### src/rtl/pong_ball_engine_if.sv
`default_nettype none
// ============================================================================
//  Module      : pong_ball_engine_if
//  Description : Bundle between the game controller side (tick divider,
//                serve button, paddle positions) and the ball engine, plus
//                the ball/score outputs consumed by the renderer.
//  Revision    : 1.0  initial release
// ============================================================================
interface pong_ball_engine_if;
  logic       tick;
  logic       serve;
  logic [9:0] paddle_l_y;
  logic [9:0] paddle_r_y;
  logic [9:0] ball_x;
  logic [9:0] ball_y;
  logic [3:0] score_l;
  logic [3:0] score_r;
  logic       point_l;
  logic       point_r;
  logic       playing;
  logic       game_over;

  // Controller side: drives strobes and paddles, observes the ball
  modport master (
    output tick, serve, paddle_l_y, paddle_r_y,
    input  ball_x, ball_y, score_l, score_r, point_l, point_r, playing, game_over
  );

  // Engine side
  modport slave (
    input  tick, serve, paddle_l_y, paddle_r_y,
    output ball_x, ball_y, score_l, score_r, point_l, point_r, playing, game_over
  );
endinterface
`default_nettype wire

### src/rtl/pong_ball_engine.sv
`default_nettype none
// ============================================================================
//  Module      : pong_ball_engine
//  Description : Advances the ball one step per frame tick, bounces it off
//                walls and paddles, detects points, keeps score and holds
//                the ball frozen for a while after each point.
//  Revision    : 1.0  initial release
// ============================================================================
module pong_ball_engine #(
  parameter int H_RES      = 640,
  parameter int V_RES      = 480,
  parameter int BALL_SIZE  = 8,
  parameter int STEP       = 4,
  parameter int PADDLE_H   = 64,
  parameter int PADDLE_W   = 8,
  parameter int PADDLE_L_X = 16,
  parameter int PADDLE_R_X = 616,
  parameter int HOLD_TICKS = 30,
  parameter int MAX_SCORE  = 9
) (
  input  logic               clock,
  input  logic               reset,
  pong_ball_engine_if.slave  bus
);

  typedef enum logic [1:0] {
    ST_IDLE   = 2'd0,
    ST_PLAY   = 2'd1,
    ST_SCORED = 2'd2,
    ST_OVER   = 2'd3
  } state_t;

  // All positional maths is carried one bit wider so sums never wrap.
  localparam logic [10:0] c_step     = 11'(STEP);
  localparam logic [10:0] c_ball     = 11'(BALL_SIZE);
  localparam logic [10:0] c_pad_h    = 11'(PADDLE_H);
  localparam logic [10:0] c_h_res    = 11'(H_RES);
  localparam logic [10:0] c_y_max    = 11'(V_RES - BALL_SIZE);
  localparam logic [10:0] c_r_face   = 11'(PADDLE_R_X);
  localparam logic [10:0] c_r_clamp  = 11'(PADDLE_R_X - BALL_SIZE);
  localparam logic [10:0] c_l_face   = 11'(PADDLE_L_X + PADDLE_W);
  localparam logic [9:0]  c_x_centre = 10'((H_RES - BALL_SIZE) / 2);
  localparam logic [9:0]  c_y_centre = 10'((V_RES - BALL_SIZE) / 2);
  localparam logic [3:0]  c_max      = 4'(MAX_SCORE);
  localparam int          c_hold_w   = $clog2(HOLD_TICKS + 1);
  localparam logic [c_hold_w-1:0] c_hold_last = c_hold_w'(HOLD_TICKS - 1);

  state_t              state_q, state_d;
  logic [9:0]          x_q, x_d, y_q, y_d;
  logic                dx_q, dx_d;        // 1: moving toward +x
  logic                dy_q, dy_d;        // 1: moving toward +y
  logic [3:0]          score_l_q, score_l_d, score_r_q, score_r_d;
  logic                point_l_q, point_l_d, point_r_q, point_r_d;
  logic [c_hold_w-1:0] hold_q, hold_d;

  logic [10:0] w_x, w_y, w_pl, w_pr;
  logic [10:0] w_x_mv, w_y_mv;
  logic        w_dx_mv, w_dy_mv;
  logic        w_ovl_l, w_ovl_r;
  logic        w_miss_r, w_miss_l;        // ball passed the right / left paddle
  logic [3:0]  w_score_l_inc, w_score_r_inc;

  // Candidate move for one tick, plus point detection, from current state
  always_comb begin
    w_x  = {1'b0, x_q};
    w_y  = {1'b0, y_q};
    w_pl = {1'b0, bus.paddle_l_y};
    w_pr = {1'b0, bus.paddle_r_y};

    w_ovl_l = (w_y + c_ball > w_pl) && (w_y < w_pl + c_pad_h);
    w_ovl_r = (w_y + c_ball > w_pr) && (w_y < w_pr + c_pad_h);

    w_y_mv  = w_y;
    w_dy_mv = dy_q;
    if (!dy_q) begin
      if (w_y <= c_step) begin
        w_y_mv  = 11'd0;
        w_dy_mv = 1'b1;
      end else begin
        w_y_mv = w_y - c_step;
      end
    end else begin
      if (w_y + c_step >= c_y_max) begin
        w_y_mv  = c_y_max;
        w_dy_mv = 1'b0;
      end else begin
        w_y_mv = w_y + c_step;
      end
    end

    w_x_mv   = w_x;
    w_dx_mv  = dx_q;
    w_miss_r = 1'b0;
    w_miss_l = 1'b0;
    if (dx_q) begin
      if ((w_x + c_ball <= c_r_face) && (w_x + c_ball + c_step >= c_r_face) && w_ovl_r) begin
        w_x_mv  = c_r_clamp;
        w_dx_mv = 1'b0;
      end else if (w_x + c_ball + c_step >= c_h_res) begin
        w_miss_r = 1'b1;
      end else begin
        w_x_mv = w_x + c_step;
      end
    end else begin
      if ((w_x >= c_l_face) && (w_x <= c_l_face + c_step) && w_ovl_l) begin
        w_x_mv  = c_l_face;
        w_dx_mv = 1'b1;
      end else if (w_x < c_step) begin
        w_miss_l = 1'b1;
      end else begin
        w_x_mv = w_x - c_step;
      end
    end

    w_score_l_inc = (score_l_q >= c_max) ? score_l_q : score_l_q + 4'd1;
    w_score_r_inc = (score_r_q >= c_max) ? score_r_q : score_r_q + 4'd1;
  end

  // Next-state logic: game flow, ball update and scoring
  always_comb begin
    state_d   = state_q;
    x_d       = x_q;
    y_d       = y_q;
    dx_d      = dx_q;
    dy_d      = dy_q;
    score_l_d = score_l_q;
    score_r_d = score_r_q;
    point_l_d = 1'b0;
    point_r_d = 1'b0;
    hold_d    = hold_q;

    case (state_q)
      ST_IDLE: begin
        if (bus.serve) begin
          state_d = ST_PLAY;
        end
      end
      ST_PLAY: begin
        if (bus.tick) begin
          if (w_miss_r) begin
            // Left scores; next serve heads toward the right player
            point_l_d = 1'b1;
            score_l_d = w_score_l_inc;
            dx_d      = 1'b1;
            hold_d    = '0;
            state_d   = (w_score_l_inc == c_max) ? ST_OVER : ST_SCORED;
          end else if (w_miss_l) begin
            point_r_d = 1'b1;
            score_r_d = w_score_r_inc;
            dx_d      = 1'b0;
            hold_d    = '0;
            state_d   = (w_score_r_inc == c_max) ? ST_OVER : ST_SCORED;
          end else begin
            x_d  = w_x_mv[9:0];
            dx_d = w_dx_mv;
            y_d  = w_y_mv[9:0];
            dy_d = w_dy_mv;
          end
        end
      end
      ST_SCORED: begin
        if (bus.tick) begin
          if (hold_q == c_hold_last) begin
            hold_d  = '0;
            x_d     = c_x_centre;
            y_d     = c_y_centre;
            dy_d    = 1'b1;
            state_d = ST_IDLE;
          end else begin
            hold_d = hold_q + 1'b1;
          end
        end
      end
      default: begin
        state_d = ST_OVER;
      end
    endcase
  end

  // State registers, cleared asynchronously
  always_ff @(posedge clock or posedge reset) begin
    if (reset) begin
      state_q   <= ST_IDLE;
      x_q       <= c_x_centre;
      y_q       <= c_y_centre;
      dx_q      <= 1'b1;
      dy_q      <= 1'b1;
      score_l_q <= 4'd0;
      score_r_q <= 4'd0;
      point_l_q <= 1'b0;
      point_r_q <= 1'b0;
      hold_q    <= '0;
    end else begin
      state_q   <= state_d;
      x_q       <= x_d;
      y_q       <= y_d;
      dx_q      <= dx_d;
      dy_q      <= dy_d;
      score_l_q <= score_l_d;
      score_r_q <= score_r_d;
      point_l_q <= point_l_d;
      point_r_q <= point_r_d;
      hold_q    <= hold_d;
    end
  end

  assign bus.ball_x    = x_q;
  assign bus.ball_y    = y_q;
  assign bus.score_l   = score_l_q;
  assign bus.score_r   = score_r_q;
  assign bus.point_l   = point_l_q;
  assign bus.point_r   = point_r_q;
  assign bus.playing   = (state_q == ST_PLAY);
  assign bus.game_over = (state_q == ST_OVER);

endmodule
`default_nettype wire
### src/flat_wrapper.sv
// flat-port wrapper written by rule: the top's interface ports become plain ports
module pong_ball_engine_flat 
#(
  parameter int H_RES      = 640,
  parameter int V_RES      = 480,
  parameter int BALL_SIZE  = 8,
  parameter int STEP       = 4,
  parameter int PADDLE_H   = 64,
  parameter int PADDLE_W   = 8,
  parameter int PADDLE_L_X = 16,
  parameter int PADDLE_R_X = 616,
  parameter int HOLD_TICKS = 30,
  parameter int MAX_SCORE  = 9
)
  (clock, reset, bus_tick, bus_serve, bus_paddle_l_y, bus_paddle_r_y, bus_ball_x, bus_ball_y, bus_score_l, bus_score_r, bus_point_l, bus_point_r, bus_playing, bus_game_over);
  pong_ball_engine_if bus_i ();
  input  logic clock;
  input  logic reset;
  input wire logic [$bits(bus_i.tick)-1:0] bus_tick;
  input wire logic [$bits(bus_i.serve)-1:0] bus_serve;
  input wire logic [$bits(bus_i.paddle_l_y)-1:0] bus_paddle_l_y;
  input wire logic [$bits(bus_i.paddle_r_y)-1:0] bus_paddle_r_y;
  output wire logic [$bits(bus_i.ball_x)-1:0] bus_ball_x;
  output wire logic [$bits(bus_i.ball_y)-1:0] bus_ball_y;
  output wire logic [$bits(bus_i.score_l)-1:0] bus_score_l;
  output wire logic [$bits(bus_i.score_r)-1:0] bus_score_r;
  output wire logic [$bits(bus_i.point_l)-1:0] bus_point_l;
  output wire logic [$bits(bus_i.point_r)-1:0] bus_point_r;
  output wire logic [$bits(bus_i.playing)-1:0] bus_playing;
  output wire logic [$bits(bus_i.game_over)-1:0] bus_game_over;
  assign bus_i.tick = bus_tick;
  assign bus_i.serve = bus_serve;
  assign bus_i.paddle_l_y = bus_paddle_l_y;
  assign bus_i.paddle_r_y = bus_paddle_r_y;
  assign bus_ball_x = bus_i.ball_x;
  assign bus_ball_y = bus_i.ball_y;
  assign bus_score_l = bus_i.score_l;
  assign bus_score_r = bus_i.score_r;
  assign bus_point_l = bus_i.point_l;
  assign bus_point_r = bus_i.point_r;
  assign bus_playing = bus_i.playing;
  assign bus_game_over = bus_i.game_over;
  pong_ball_engine #(.H_RES(H_RES), .V_RES(V_RES), .BALL_SIZE(BALL_SIZE), .STEP(STEP), .PADDLE_H(PADDLE_H), .PADDLE_W(PADDLE_W), .PADDLE_L_X(PADDLE_L_X), .PADDLE_R_X(PADDLE_R_X), .HOLD_TICKS(HOLD_TICKS), .MAX_SCORE(MAX_SCORE)) u_core (.clock(clock), .reset(reset), .bus(bus_i));
endmodule
### config.mk
export PLATFORM = sky130hd
export DESIGN_NAME = pong_ball_engine_flat
export DESIGN_NICKNAME = d
export VERILOG_FILES = /design/src/rtl/pong_ball_engine_if.sv /design/src/rtl/pong_ball_engine.sv /design/src/flat_wrapper.sv
export SDC_FILE = /design/constraint.sdc
export NUM_CORES = 1
export LEC_CHECK = 0
export CAP_MARGIN = 0
export CORE_UTILIZATION = 40
export CTS_CLUSTER_SIZE = 10
export DETAILED_ROUTE_END_ITERATION = 8
export HOLD_SLACK_MARGIN = 0.1
export PLACE_DENSITY = 0.73
export SYNTH_ARGS = -nofsm -noshare
export SYNTH_HDL_FRONTEND = slang
export SYNTH_SLANG_ARGS = --single-unit
### constraint.sdc
create_clock -name clock -period 8.8 [get_ports clock]
set_input_delay 0.88 -clock clock [delete_from_list [all_inputs] [get_ports clock]]
set_output_delay 0.88 -clock clock [all_outputs]
set_load 0.01 [all_outputs]
== Word level (Yosys, flattened, before mapping) ==
Cells that the tools add are included.
Word-level totals
  output and inout port bits: 32
  bits of input ports: 24
  flip-flop bits (word level): 39
Cells by class
  add/sub/neg operators: 12
  reduce and logical (&&, ||, !) cells: 15
  bitwise logic cells: 1
  mux-type cells: 64
  eq/ne operators: 15
  order comparisons: 14
Operator list (number)
  $mux W10: 18
  $pmux W10 S2: 2
  $mux W1: 28
  $mux W5: 5
  $add A10 B4 Y11 const B: 2
  $add A10 B7 Y11 const B: 2
  $ge A11 B10 Y1 const B: 2
  $gt A11 B10 Y1: 2
  $lt A10 B11 Y1: 2
  $sub A10 B3 Y10 const B: 2
  $mux W2: 6
  $add A10 B3 Y11 const B: 1
  $add A11 B3 Y11 const B: 1
  $ge A11 B9 Y1 const B: 1
  $le A11 B10 Y1 const B: 1
  $add A10 B3 Y10 const B: 1
  $ge A10 B5 Y1 const B: 1
  $le A10 B3 Y1 const B: 1
  $le A10 B5 Y1 const B: 1
  $lt A10 B3 Y1 const B: 1
  $ne A2 B2 Y1 const B: 5
  $pmux W5 S2: 1
  $add A4 B1 Y4 const B: 2
  $eq A4 B4 Y1 const B: 2
  other kinds (22): 31

== Longest topological paths before layout ==
Gate-level depths: netlist of the first run.
  word-level depth: 11
  mapped depth: 15

== Least setup slack after synthesis of the first run ==
Ideal clock, no wire load.
  kind: input to register
  start point: input bus_paddle_l_y[6]
  end point: register u_core.hold_q[0]
  path slack: 5.352 ns
  data arrival time: 3.323 ns
  stages: 11
  buffers on the path: 0
  setup time: 0.125 ns
  required time: 8.675 ns
  cells stage by stage: ha_1 > xnor2_1 > ha_1 > or3_1 > a2111oi_2 > a211oi_1 > a211oi_2 > nor4_1 > a21o_1 > or2_4 > mux2_4
Between the ends
  cells in the longest elaborated chain, start to end: 8
RTL lines
  start, declared: RTL line flat_wrapper.sv:21  | input wire logic [$bits(bus_i.paddle_l_y)-1:0] bus_paddle_l_y;
  $add A10 B7 Y11: RTL line pong_ball_engine.sv:70  | w_ovl_l = (w_y + c_ball > w_pl) && (w_y < w_pl + c_pad_h);
  $lt A10 B11 Y1: RTL line pong_ball_engine.sv:70
  $logic_and A1 B1 Y1 (*): RTL line pong_ball_engine.sv:70
  $logic_and A1 B1 Y1 (*): RTL line pong_ball_engine.sv:105  | if ((w_x >= c_l_face) && (w_x <= c_l_face + c_step) && w_ovl_l) begin
  $mux W1 (*): RTL line pong_ball_engine.sv:105
  $mux W1 (*): RTL line pong_ball_engine.sv:95  | if (dx_q) begin
  $ne A3 B1 Y1 (no line) (*)
  $reduce_and A4 Y1 (no line) (*)
  end signal, assigned: RTL line pong_ball_engine.sv:203  | hold_q <= hold_d;
  end, declared: RTL line pong_ball_engine.sv:54  | logic [c_hold_w-1:0] hold_q, hold_d;
Every way passes the cells marked *; elsewhere a longest branch is shown, timed or not.
A chain may end at the register's enable or synchronous reset.

== Worst setup path in the final report of the first run ==
Ends and elaborated chain as after synthesis.

==> out/results.tsv, run 1 <==
stage	metric	value	unit
clock_network	H-tree levels	2	
setup_path	crit start category	input pin	
clock_network	CTS tree	done	
timing	Worst Tran Pin Value	1050	ps
clock_network	cts hold-fix bufs	0	
timing	fmax	238	MHz
worst_hold_path	hold crit path type	flop to flop	
route	Detailed Route Iter0 Violations	333	
route	Post-DRT Antenna Nets	0	
synth	cell count after synthesis	497	
power	Cell Int Power	0.656	mW
layout	share of cells above drive strength 1	8.63	%
placed_design	gpl congestion	0.888	
power	sequential power share	27.5	%
synth	Yosys reg bits	35	
synth	Area contributors post-synth	ha_1 (16%), dfrtp_1 (14%), dfstp_2 (7.6%), inv_1 (4.0%), xnor2_1 (3.4%)	
layout	Final Non-Filler Cells	666	
setup_path	worst reg2reg setup slack	4720	ps
route	detailed-route DRC error count	0	
floorplan	Initial Util	41.9	%
synth	Syn Area/Cell	8.40	um2
flow_run	Max-Cap Viols	0	
clock_network	maximum clock insertion buffer count	2	
power	Switching Power	0.649	mW
timing	Rel. slew slack	29.4	%
synth	Syn. warnings	0	
layout	Layout Utilization	48.1	%
floorplan	FP Rows	36	
grt	initial antenna violation count	0	
setup_path	arrival time worst endpoint	4380	ps
power	pwr/cell area	273	nW/um2
layout	Final nets	610	
clock_network	worst skew pair latency	290	ps
power	Pleak	2.02	nW
grt	largest net degree at the start of global routing	36	
layout	P&R area growth vs syn	14.8	%
clock_network	post-cts resize count	0	
floorplan	Die ar.	10800	um2
power	combinational power share	63.7	%
placed_design	Place WS	4320	ps
synth	Seq/Total Area, Yosys	21.3	%
timing	final hold violation count	0	
grt	All-Layer GR Usage	21.0	%
clock_network	clock-pin transition on the worst setup and hold timing paths	70	ps
grt	GRT Residual Overflow	0	
route	drt wl/cell	16.9	um
placed_design	placed cell count	658	
synth	Synth area leader	ha_1	
timing	setup ws final	4590	ps
clock_network	CTS sink count	35	
layout	ANT cells	0	
placed_design	port buffer count	51	
route	DR vias	4028	
clock_network	Root Buffer	clkbuf_8	
power	Switching Fraction	49.7	%
grt	vias in the first global route	3904	
synth	ys flop type	dfrtp_1	
route	total wire length	11200	um
grt	first-pass GRT wire length	18700	um
power	clock power share	8.9	%
timing	unrepaired setup endpoints after global routing	no	
route	Via-to-Cell Ratio	6.05	
timing	Setup Viol. Count Final	0	
clock_network	setup bufs post-CTS	0	
synth	EDFF count, synth	0	
floorplan	Die Y	104	um
synth	Synth top area share	16.2	%
setup_path	CP Data Required Time	8970	ps
setup_path	CP max FO	6	
timing	Min Clock Period, post-route	4210	ps
synth	count leader, synth	ha_1	
timing	setup TNS	0	ps
timing	period utilisation layout	47.8	%
timing	fin. max-slew vios	0	
floorplan	CORE AREA	9950	um2
floorplan	Ports	56	
power	Worst VDD drop	0.000101	V
synth	Yosys cell types	87	
clock_network	CTS Buf Count	5	
synth	commonest cells in the netlist	ha_1 (54), inv_1 (45), nand2_1 (31), nor2_1 (29), o21ai_0 (26)	
route	TritonRoute pass-1 iters	5	
timing	clk_skew	10.1	ps
synth	share of flip-flops with an asynchronous set or reset	100	%
status	status	finished clean	
placed_design	DP Wirelength	8300	um
floorplan	Die X	104	um
timing	Hold Slack	568	ps
setup_path	Worst setup EP type	flop	
synth	Mapped Area	4170	um2
setup_path	Crit Path Class	input pin to flop	
power by group through the flow:
stage / clock network, mW / logic (mW) / registers (mW)
finish: 0.116 / 0.831 / 0.359
global route: 0.125 / 0.913 / 0.367
detailed placement: 0 / 0.815 / 0.357
global placement: 0 / 0.794 / 0.356
CTS: 0.118 / 0.821 / 0.354
floorplan: 0 / 0.669 / 0.279
registers in the layout (all words and copies together), names as in the netlist:
register,count
u_core.bus.ball_y,8
u_core.dy_q,1
u_core.bus.score_r,4
u_core.bus.score_l,4
u_core.bus.point_r,1
u_core.dx_q,1
u_core.bus.point_l,1
u_core.state_q,2
u_core.hold_q,5
u_core.bus.ball_x,8
layout make-up:
class,count,area (um2)
sequential,35,891
clock inverter,2,12.5
clock buffer,6,72.6
fill,955,5160
timing repair buffer,52,518
inverter,45,169
tap,133,166
multi-input combinational,393,2960
metal layers:
metal,up-vias,part of all wire [%],global-route usage [%]
met4,0,2.7,8.37
met3,35,6.1,3.26
met5,-,0,0
li1,1897,-,-
met1,1934,45,27.1
met2,162,46,34.9
kinds of logic after synthesis:
family	count (synthesis)	synth area share (%)
and+or+nand+nor	154	19.8
AOI/OAI and AO/OA	152	28.0
buffers and inverters	72	7.97
adders and majority gates	54	16.2
DFF	35	21.3
xor gates and xnor gates	25	5.43
muxes	4	1.14
other	1	0.0898
worst max-delay path, cell delays in order:
cell and delay, ps:
clkdlybuf4s50_1 490, ha_1 320, inv_1 40, ha_1 310, o2111a_1 190, a211oi_1 40, a211oi_1 460, a211oi_2 130
nor4_1 820, a21o_1 210, or2_4 170, mux2_4 300
cells in the final DEF, fill, tap and decap left out, drive strengths merged, types with 4 or more instances in the layout:
master	n
dfstp	12
clkdlybuf4s50	51
or2	5
nor3b	4
conb	4
a21oi	26
o211ai	4
ha	54
dfrtp	23
a22oi	8
nor4	4
xor2	8
nor2b	4
and3	5
clkbuf	6
nand2	32
nand2b	5
o21ai	29
a21o	4
a2bb2oi	5
nor3	10
nand4	8
xnor2	17
or3	5
inv	45
o21a	4
a31oi	5
nand3	25
and2	10
o22ai	8
a211oi	8
nor2	29
worst paths after layout:
check / start / endpoint / cells past startpoint
min in group asynchronous: reset / u_core.hold_q[3]$_DFFE_PP0P_ / 3
worst min register to register: u_core.hold_q[4]$_DFFE_PP0P_ / u_core.hold_q[4]$_DFFE_PP0P_ / 1
worst min-delay path: u_core.hold_q[4]$_DFFE_PP0P_ / u_core.hold_q[4]$_DFFE_PP0P_ / 1
worst max register to register: u_core.bus.ball_y[6]$_DFFE_PP1P_ / u_core.hold_q[0]$_DFFE_PP0P_ / 12
worst max-delay path: bus_paddle_l_y[6] / u_core.hold_q[0]$_DFFE_PP0P_ / 12
max in group asynchronous: reset / u_core.bus.ball_x[4]$_DFFE_PP1P_ / 3
stage by stage:
step,power [mW],instance area (um2)
after floorplan,0.948,4190
after global placement,1.15,4710
after detailed placement,1.17,4710
after CTS,1.29,4790
after global routing,1.41,4790
final,1.31,4790
Power figures use the tool's default switching activity.
==> run 2, diff against run 1 <==
Clock period 8.8 ns to 3.9 ns, I/O delays scaled along.
==> run 2 against run 1 <==
Effect of this change:
- clock power is 120% higher
- worst setup slack worse by 4400 ps
- non-clock buffer count up 9
- critical path depth up 1
- clock-buffer cell count grew 1
- critical path type is now flop to flop
- critical endpoint is now u_core.bus.ball_x[5]$_DFFE_PP1P_
==> out/results.tsv, run 2 (synthesis gave the netlist of run 1 again) <==
stage	metric	value	unit	change
status	status	finished clean		
layout	FILL cells	965		+1.0%
setup_path	CP peak stage delay	630	ps	-190 ps
floorplan	Ports	56		unchanged
timing	period utilisation layout	93.8	%	
setup_path	CP max FO	12		+6
route	drt wl/cell	16.7	um	-0.78%
layout	area of the multi-input gates	2960	um2	unchanged
grt	initial antenna violation count	0		unchanged
floorplan	Die X	104	um	unchanged
power	Cell Int Power	1.51	mW	+130%
setup_path	Worst Setup SP	u_core.bus.ball_y[3]$_DFFE_PP1P_		
layout	share of cells above drive strength 1	9.96	%	+1.3 points
clock_network	cts hold-fix bufs	0		unchanged
timing	fmax	273	MHz	
grt	All-Layer GR Usage	20.9	%	-0.099 points
timing	fin. max-slew vios	0		unchanged
floorplan	FP Rows	36		unchanged
setup_path	FF-to-FF End	u_core.bus.ball_x[5]$_DFFE_PP1P_		
grt	largest net degree at the start of global routing	29		-19%
setup_path	CP Data Required Time	4120	ps	-4850 ps
floorplan	Initial Util	41.9	%	unchanged
power	pwr/cell area	610	nW/um2	+120%
layout	design area	4850	um2	+1.3%
clock_network	Root Buffer	clkbuf_8		
placed_design	port buffer count	51		unchanged
setup_path	worst r2r path cells	13		+1
setup_path	CP max stage cell	dfstp_2		
floorplan	CORE AREA	9950	um2	unchanged
timing	final hold violation count	0		unchanged
power	power after layout	2.96	mW	+130%
clock_network	CTS sink count	35		unchanged
timing	Rel. slew slack	44.2	%	+15 points
placed_design	gpl congestion	0.892		+0.41%
floorplan	Die Y	104	um	unchanged
power	Switching Fraction	49.0	%	-0.72 points
clock_network	H-tree levels	2		unchanged
power	clock power share	8.5	%	-0.4 points
layout	ANT cells	0		unchanged
timing	unrepaired setup endpoints after global routing	no		
placed_design	Place WS	181	ps	-4130 ps
placed_design	placed cell count	667		+1.4%
setup_path	crit start category	flop		
layout	commonest non-fill, non-tap cell in the layout	ha_1		
timing	Hold Slack	340	ps	-228 ps
layout	most frequent cells in the layout	ha_1 (54), clkdlybuf4s50_1 (51), inv_1 (45)		
timing	setup ws final	241	ps	-4350 ps
grt	vias in the first global route	3897		-0.18%
clock_network	setup bufs post-CTS	0		unchanged
clock_network	CTS Buf Count	5		unchanged
worst_hold_path	hold crit path type	input pin to asynchronous set/reset pin		
power	Switching Power	1.45	mW	+120%
clock_network	CTS tree	done		
layout	Final nets	619		+1.5%
grt	GRT Residual Overflow	0		unchanged
route	Detailed Route Iter0 Violations	310		-6.9%
timing	Min Clock Period, post-route	3660	ps	
placed_design	Area after DPL	4770	um2	+1.4%
floorplan	Die ar.	10800	um2	unchanged
timing	setup TNS	0	ps	unchanged
timing	Worst Tran Pin Value	834	ps	-216 ps
layout	Final Non-Filler Cells	675		+1.4%
setup_path	worst reg2reg setup slack	240	ps	-4480 ps
clock_network	clock-pin transition on the worst setup and hold timing paths	70	ps	about the same
route	detailed-route DRC error count	0		unchanged
timing	Setup Viol. Count Final	0		unchanged
route	total wire length	11300	um	+0.56%
route	TritonRoute pass-1 iters	5		unchanged
grt	first-pass GRT wire length	18500	um	-0.99%
clock_network	post-cts resize count	0		unchanged
route	Via-to-Cell Ratio	5.91		-2.3%
flow_run	Max-Cap Viols	0		unchanged
power	Worst VDD drop	0.000239	V	+140%
setup_path	Worst setup EP type	flop		
setup_path	Crit Path Class	flop to flop		
timing	clk_skew	6.01	ps	-4.11 ps
clock_network	maximum clock insertion buffer count	2		unchanged
placed_design	DP Wirelength	8610	um	+3.7%
power	combinational power share	66.1	%	+2.4 points
setup_path	Setup crit end	u_core.bus.ball_x[5]$_DFFE_PP1P_		
route	DR vias	3987		-1.0%
power	Pleak	2.06	nW	+2.3%
route	Post-DRT Antenna Nets	0		unchanged
layout	P&R area growth vs syn	16.3	%	
setup_path	RR Startpoint	u_core.bus.ball_y[3]$_DFFE_PP1P_		
layout	Reg area	891	um2	unchanged
setup_path	arrival time worst endpoint	3880	ps	-500 ps
clock_network	worst skew pair latency	290	ps	about the same
setup_path	Critical Path, Cell by Cell	inv_1 > nor3_1 > xnor2_1 > ha_1 > nand4_1 > a21oi_1 > o41ai_1 > a22oi_2 > and2_1 > o21ai_4 > buf_4 > a22oi_1 > o22a_1		
power	sequential power share	25.3	%	-2.2 points
layout	Layout Utilization	48.8	%	+0.64 points
-- run 2: cell types whose count changed in the layout (fill, tap and decap cells not counted) --
cell | previous run | this run
buf_4 | 1 | 10
clkbuf_1 | 1 | 2
clkinvlp_4 | 1 | 0
-- run 2: layout make-up --
class,instances,area share (%)
inverters,45,3.48
flip-flops and latches,35,18.4
well taps,133,3.43
clock inverters,1,0.103
clock buffers,7,1.57
multi-input cells,393,61.0
repair buffers,61,12.1
-- run 2: worst min path at each step --
stage	startpoint	to	slack, ps	cells after the start
2_1_floorplan	u_core.hold_q[2]$_DFFE_PP0P_	u_core.hold_q[2]$_DFFE_PP0P_	500	1
3_3_place_gp	u_core.hold_q[4]$_DFFE_PP0P_	u_core.hold_q[4]$_DFFE_PP0P_	520	1
3_5_place_dp	u_core.hold_q[4]$_DFFE_PP0P_	u_core.hold_q[4]$_DFFE_PP0P_	540	1
4_1_cts	reset	u_core.hold_q[3]$_DFFE_PP0P_	350	2
5_1_grt	reset	u_core.hold_q[3]$_DFFE_PP0P_	380	2
6_report	reset	u_core.hold_q[3]$_DFFE_PP0P_	340	2
-- run 2: critical path, delay by kind of cell (launching register included) --
kind,cells,cell delay (ps)
buf+inv,2,450
simple gates,3,710
compound gates,6,1290
flops,1,630
xor+xnor,1,210
fa+ha+maj,1,300
-- run 2: per-layer routing --
metal	part of all wire (%)	up-vias	routed length, um	track usage, %
li1	-	1919	-	-
met1	44	1884	5000	26.2
met5	0	-	0	0
met2	48	166	5440	35.8
met4	1.7	0	195	7.65
met3	5.9	18	670	3.38
-- run 2: power groups by stage --
stage / clock, mW / sequential, mW / combinational, mW
floorplan: 0 / 0.630 / 1.51
global placement: 0 / 0.747 / 1.88
detailed placement: 0 / 0.753 / 1.93
CTS: 0.260 / 0.746 / 1.94
global route: 0.277 / 0.771 / 2.16
finish: 0.253 / 0.750 / 1.96
